**src/rtl/izh_fixed_pkg.sv**
```systemverilog
// Shared number format, FSM state encoding and sign-magnitude helpers for the
// Izhikevich update datapath (17-bit sign-magnitude, Q9.7 magnitude).
package izh_fixed_pkg;

  localparam int SM_W   = 17;
  localparam int MAG_W  = 16;
  localparam int FRAC_W = 7;
  localparam int ACC_W  = 19;
  // Six-term sums are accumulated with three guard bits so they never wrap
  // before the single final saturation.
  localparam int SUM_W  = ACC_W + 3;

  localparam logic [SM_W-1:0] K_SQ_DEF     = 17'h0001A;
  localparam logic [SM_W-1:0] C_FIVE_DEF   = 17'h00280;
  localparam logic [SM_W-1:0] C_140_DEF    = 17'h04600;
  localparam logic [SM_W-1:0] V_THRESH_DEF = 17'h00F00;

  typedef enum logic [2:0] {
    S_IDLE, S_M_KV, S_M_WW, S_M_5V, S_M_BV, S_M_AW, S_SUM, S_DONE
  } state_t;

  typedef struct packed {
    logic            ovf;
    logic [SM_W-1:0] val;
  } sat_t;

  function automatic logic signed [ACC_W-1:0] sm_to_tc(input logic [SM_W-1:0] x);
    logic signed [ACC_W-1:0] m;
    m = signed'({{(ACC_W-MAG_W){1'b0}}, x[MAG_W-1:0]});
    return x[SM_W-1] ? -m : m;
  endfunction

  // Saturate a two's complement value to sign-magnitude; zero is always +0.
  function automatic sat_t tc_to_sm_sat(input logic signed [SUM_W-1:0] x);
    sat_t             r;
    logic [SUM_W-1:0] mag;
    mag = x[SUM_W-1] ? unsigned'(-x) : unsigned'(x);
    r.ovf = |mag[SUM_W-1:MAG_W];
    r.val[MAG_W-1:0] = r.ovf ? {MAG_W{1'b1}} : mag[MAG_W-1:0];
    r.val[SM_W-1] = x[SUM_W-1];
    return r;
  endfunction

  // Saturating sign-magnitude subtract a - b.
  function automatic logic [SM_W-1:0] sm_sub_sat(input logic [SM_W-1:0] a,
                                                 input logic [SM_W-1:0] b);
    logic signed [SUM_W-1:0] d;
    logic [SUM_W-1:0]        mag;
    logic [SM_W-1:0]         r;
    d   = SUM_W'(sm_to_tc(a)) - SUM_W'(sm_to_tc(b));
    mag = d[SUM_W-1] ? unsigned'(-d) : unsigned'(d);
    r[MAG_W-1:0] = (|mag[SUM_W-1:MAG_W]) ? {MAG_W{1'b1}} : mag[MAG_W-1:0];
    r[SM_W-1] = d[SUM_W-1];
    return r;
  endfunction

endpackage

```
**src/rtl/izh_neuron_update_fixed_mult.sv**
```systemverilog
// Combinational sign-magnitude Q9.7 multiplier: truncates the fraction and
// saturates the magnitude, flagging integer overflow and lost fraction bits.
module fixed_mult
  import izh_fixed_pkg::*;
(
  input  logic [SM_W-1:0] i_a,
  input  logic [SM_W-1:0] i_b,
  output logic [SM_W-1:0] o_p,
  output logic            o_clip_int,
  output logic            o_clip_frac
);

  logic [2*MAG_W-1:0] w_full;
  logic [MAG_W-1:0]   w_mag;

  assign w_full      = {{MAG_W{1'b0}}, i_a[MAG_W-1:0]} * {{MAG_W{1'b0}}, i_b[MAG_W-1:0]};
  assign o_clip_int  = |w_full[2*MAG_W-1:MAG_W+FRAC_W];
  assign o_clip_frac = |w_full[FRAC_W-1:0];
  assign w_mag       = o_clip_int ? {MAG_W{1'b1}} : w_full[MAG_W+FRAC_W-1:FRAC_W];
  assign o_p         = {(i_a[SM_W-1] ^ i_b[SM_W-1]) & (|w_mag), w_mag};

endmodule

```
**src/rtl/izh_neuron_update.sv**
```systemverilog
// Sequential Izhikevich neuron update: one shared multiplier is stepped over
// five products, then v' and u' are summed, saturated and spike-tested.
module izh_neuron_update
  import izh_fixed_pkg::*;
#(
  parameter logic [SM_W-1:0] V_THRESH = V_THRESH_DEF,
  parameter logic [SM_W-1:0] K_SQ     = K_SQ_DEF,
  parameter logic [SM_W-1:0] C_FIVE   = C_FIVE_DEF,
  parameter logic [SM_W-1:0] C_140    = C_140_DEF
) (
  input  logic            clk,
  input  logic            rst,
  input  logic            start,
  input  logic [SM_W-1:0] v_in,
  input  logic [SM_W-1:0] u_in,
  input  logic [SM_W-1:0] i_in,
  input  logic [SM_W-1:0] a,
  input  logic [SM_W-1:0] b,
  input  logic [SM_W-1:0] c,
  input  logic [SM_W-1:0] d,
  output logic            busy,
  output logic            done,
  output logic [SM_W-1:0] v_out,
  output logic [SM_W-1:0] u_out,
  output logic            spike,
  output logic            clip
);

  state_t          r_state;
  logic [SM_W-1:0] r_v, r_u, r_i, r_a, r_b, r_c, r_d;
  logic [SM_W-1:0] r_w, r_w2, r_v5, r_bv, r_du;

  logic [SM_W-1:0]         w_ma, w_mb, w_p;
  logic                    w_clip_int, w_clip_frac_unused;
  logic signed [SUM_W-1:0] w_vn_acc, w_un_acc, w_ud_acc;
  sat_t                    w_vn_s, w_un_s, w_ud_s;
  logic                    w_spike;

  function automatic logic signed [SUM_W-1:0] ext(input logic [SM_W-1:0] x);
    return SUM_W'(sm_to_tc(x));
  endfunction

  fixed_mult u_mult (
    .i_a         (w_ma),
    .i_b         (w_mb),
    .o_p         (w_p),
    .o_clip_int  (w_clip_int),
    .o_clip_frac (w_clip_frac_unused)
  );

  // Operand mux: select the multiplier inputs for the current product state.
  always_comb begin
    w_ma = '0;
    w_mb = '0;
    case (r_state)
      S_M_KV: begin w_ma = K_SQ;   w_mb = r_v; end
      S_M_WW: begin w_ma = r_w;    w_mb = r_w; end
      S_M_5V: begin w_ma = C_FIVE; w_mb = r_v; end
      S_M_BV: begin w_ma = r_b;    w_mb = r_v; end
      S_M_AW: begin w_ma = r_a;    w_mb = sm_sub_sat(r_bv, r_u); end
      default: ;
    endcase
  end

  // SUM stage: exact two's complement sums, each saturated once, then spike test.
  always_comb begin
    w_vn_acc = ext(r_v) + ext(r_w2) + ext(r_v5) + ext(C_140) - ext(r_u) + ext(r_i);
    w_un_acc = ext(r_u) + ext(r_du);
    w_ud_acc = w_un_acc + ext(r_d);
    w_vn_s   = tc_to_sm_sat(w_vn_acc);
    w_un_s   = tc_to_sm_sat(w_un_acc);
    w_ud_s   = tc_to_sm_sat(w_ud_acc);
    w_spike  = !w_vn_s.val[SM_W-1] && (w_vn_s.val[MAG_W-1:0] >= V_THRESH[MAG_W-1:0]);
  end

  // Control FSM and datapath registers, one cycle per state.
  always_ff @(posedge clk) begin
    if (rst) begin
      r_state <= S_IDLE;
      busy  <= 1'b0;
      done  <= 1'b0;
      spike <= 1'b0;
      clip  <= 1'b0;
      v_out <= '0;
      u_out <= '0;
      r_v <= '0; r_u <= '0; r_i <= '0; r_a <= '0; r_b <= '0; r_c <= '0; r_d <= '0;
      r_w <= '0; r_w2 <= '0; r_v5 <= '0; r_bv <= '0; r_du <= '0;
    end else begin
      case (r_state)
        S_IDLE: begin
          done <= 1'b0;
          if (start) begin
            r_v <= v_in; r_u <= u_in; r_i <= i_in;
            r_a <= a; r_b <= b; r_c <= c; r_d <= d;
            clip    <= 1'b0;
            busy    <= 1'b1;
            r_state <= S_M_KV;
          end
        end
        S_M_KV: begin r_w  <= w_p; clip <= clip | w_clip_int; r_state <= S_M_WW; end
        S_M_WW: begin r_w2 <= w_p; clip <= clip | w_clip_int; r_state <= S_M_5V; end
        S_M_5V: begin r_v5 <= w_p; clip <= clip | w_clip_int; r_state <= S_M_BV; end
        S_M_BV: begin r_bv <= w_p; clip <= clip | w_clip_int; r_state <= S_M_AW; end
        S_M_AW: begin r_du <= w_p; clip <= clip | w_clip_int; r_state <= S_SUM;  end
        S_SUM: begin
          spike <= w_spike;
          if (w_spike) begin
            v_out <= r_c;
            u_out <= w_ud_s.val;
            clip  <= clip | w_vn_s.ovf | w_ud_s.ovf;
          end else begin
            v_out <= w_vn_s.val;
            u_out <= w_un_s.val;
            clip  <= clip | w_vn_s.ovf | w_un_s.ovf;
          end
          done    <= 1'b1;
          r_state <= S_DONE;
        end
        S_DONE: begin
          done    <= 1'b0;
          busy    <= 1'b0;
          r_state <= S_IDLE;
        end
        default: r_state <= S_IDLE;
      endcase
    end
  end

endmodule

```
**config.mk**
```make
export PLATFORM = sky130hd
export DESIGN_NAME = izh_neuron_update
export DESIGN_NICKNAME = d
export VERILOG_FILES = /design/src/rtl/izh_fixed_pkg.sv /design/src/rtl/izh_neuron_update_fixed_mult.sv /design/src/rtl/izh_neuron_update.sv
export SDC_FILE = /design/constraint.sdc
export NUM_CORES = 2
export LEC_CHECK = 0
export CORE_UTILIZATION = 60
export CTS_CLUSTER_DIAMETER = 50
export DETAILED_ROUTE_END_ITERATION = 10
export PLACE_DENSITY = 0.77
export RECOVER_POWER = 100
export SETUP_SLACK_MARGIN = 0.4
export SLEW_MARGIN = 20
export SYNTH_ARGS = -nofsm -noshare
export SYNTH_HDL_FRONTEND = slang
export SYNTH_HIERARCHICAL = 1
export SYNTH_SLANG_ARGS = --single-unit
```
**constraint.sdc**
```tcl
create_clock -name clk -period 15.49 [get_ports clk]
set_input_delay 2.3235 -clock clk [delete_from_list [all_inputs] [get_ports clk]]
set_output_delay 2.3235 -clock clk [all_outputs]
set_load 0.02 [all_outputs]
```
==> results.txt <==
status = complete, but fails checks
failing checks = max-capacitance violations, max-slew violations
Worst Setup Slack, final = 1.77 ns
placed inst area = 31,300 sq um
TritonCTS clock tree = yes
Sink Count = 245
max-cap violations = 5
area of the core = 47,900 sq um
CTS Hold Bufs = 0
DR iter-0 viols = 2,363
pin count of the biggest net entering global routing = 101
final wirelength = 88.3 mm
Worst-Margin Slew = 4.36 ns
Die Wd = 223 um
post-cts sizing count = 0
I/O pin total = 160
remaining routing DRC violations = 0
Post-Syn Area = 29,300 sq um
DPL Wire Length = 68.7 mm
Antenna Cells = 0
Die ar. = 49,800 sq um
Max stage delay on crit path = 0.93 ns
global route overflow = 0
post-layout min period = 13.72 ns
WP data arrival = 13.94 ns
DR pass1 iterations = 8
crit start category = flop
global-route usage over all layers = 0.353
cell area power density = 96.6 nW/um^2
max-slew violations = 371
initial antenna violation count = 0
routed len/inst = 19.4 um
synthesized net count = 4,434
max_slew headroom = -1.91
Crit. End Element = flop
final net count = 4,484
Crit-path slowest cell = o221ai_1
first-pass GRT wire length = 139 mm
ANT nets after route = 0
vias per cell = 6.03
GPL Wtd Cong = 1.00
clk_skew = 0.0313 ns
Post-CTS Setup Repair Bufs = 0
syn_area_per_cell = 7.61 sq um
post-layout instance area = 32,400 sq um
Final period util = 0.886
Synth Warn # = 6
Hold Crit Class = reg -> reg
Crit Path Class = reg -> reg
Layout fillers = 4,123
most frequent cells in the layout = 748 x nand2_1, 412 x inv_1, 354 x a21oi_1, 249 x fa_1, 245 x dfxtp_1
worst skew pair latency = 0.56 ns
Overall Power = 0.00313 W
Worst VDD drop = 0.110 mV
final-report hold violation count = 0
Lkg Pwr = 14.1 nW
Setup TNS = 0 ns
via count = 27,400
RSZ-0062 raised after global routing = false
Port Buf Inserts = 159
Setup Slack @ Placement = 2.25 ns
vias in the first global route = 26,000
Area Growth Syn to Fin = 10.5%
CTS Buffer Depth = 3
post-synthesis instance total = 3,854
most common cell after layout, fill and taps aside = nand2_1
Final Setup Violations = 0
Max FO, Critical Path = 18
Achievable Freq = 72.9 MHz
Required @ worst endpoint = 15.71 ns
FP Rows = 80
H-tree Lvls = 2
Root Driver = clkbuf_16
TritonCTS buffer count = 35
Reg clk slew, reported paths = 0.06 ns
Initial Utilization = 0.612
Critical Path Most Common Cell = fa_1
layout cells sized above 1 = 0.0430
Die Y = 223 um
==> area by class of cell <==
type,count,area [sq um],area share
multi-input combinational,3007,22100,0.683
sequential,245,4900,0.151
timing repair buffer,201,1880,0.0581
inverter,414,1550,0.0479
clock buffer,46,998,0.0308
tap,615,769,0.0237
clock inverter,15,163,0.00502
==> report_power, final <==
| group | internal (W) | switching (W) | leakage [nW] |
|---|---|---|---|
| sequential | 0.000652 | 0.0000291 | 1.99 |
| clock | 0.000480 | 0.000326 | 0.571 |
| combinational | 0.000635 | 0.00101 | 11.5 |
==> worst max-delay path: cells and delay by family (launching register included) <==
| kind | cells | cell delay (ns) |
|---|---|---|
| simple gates | 10 | 3.05 |
| buf+inv | 5 | 0.52 |
| compound gates | 16 | 4.75 |
| flops | 1 | 0.62 |
| fa+ha+maj | 9 | 4.06 |
| xor+xnor | 1 | 0.31 |
==> metrics by stage <==
stage          utilization  cells  hold WS (ns)
2_1_floorplan            -   3854         0.432
3_3_place_gp         0.653   4482         0.437
3_5_place_dp         0.653   4482         0.444
4_1_cts              0.677   4543         0.452
5_1_grt              0.676   4543         0.459
6_report             0.676   4543         0.447
==> per-layer routing <==
metal,track usage,wire length (um)
met2,0.591,41600
met4,0.177,4730
met5,0,0
met3,0.0458,5770
met1,0.448,36100
==> worst paths after layout <==
check | startpoint | slack, ns | depth (start not counted) | end
worst max-delay path | r_u[0]$_SDFFE_PP0P_ | 1.77 | 41 | r_bv[14]$_SDFFE_PP0P_
worst min-delay path | v_out[10]$_SDFFE_PP0P_ | 0.45 | 2 | v_out[10]$_SDFFE_PP0P_
worst max register to register | r_u[0]$_SDFFE_PP0P_ | 1.77 | 41 | r_bv[14]$_SDFFE_PP0P_
worst min register to register | v_out[10]$_SDFFE_PP0P_ | 0.45 | 2 | v_out[10]$_SDFFE_PP0P_
(Power assumes the default switching activity.)
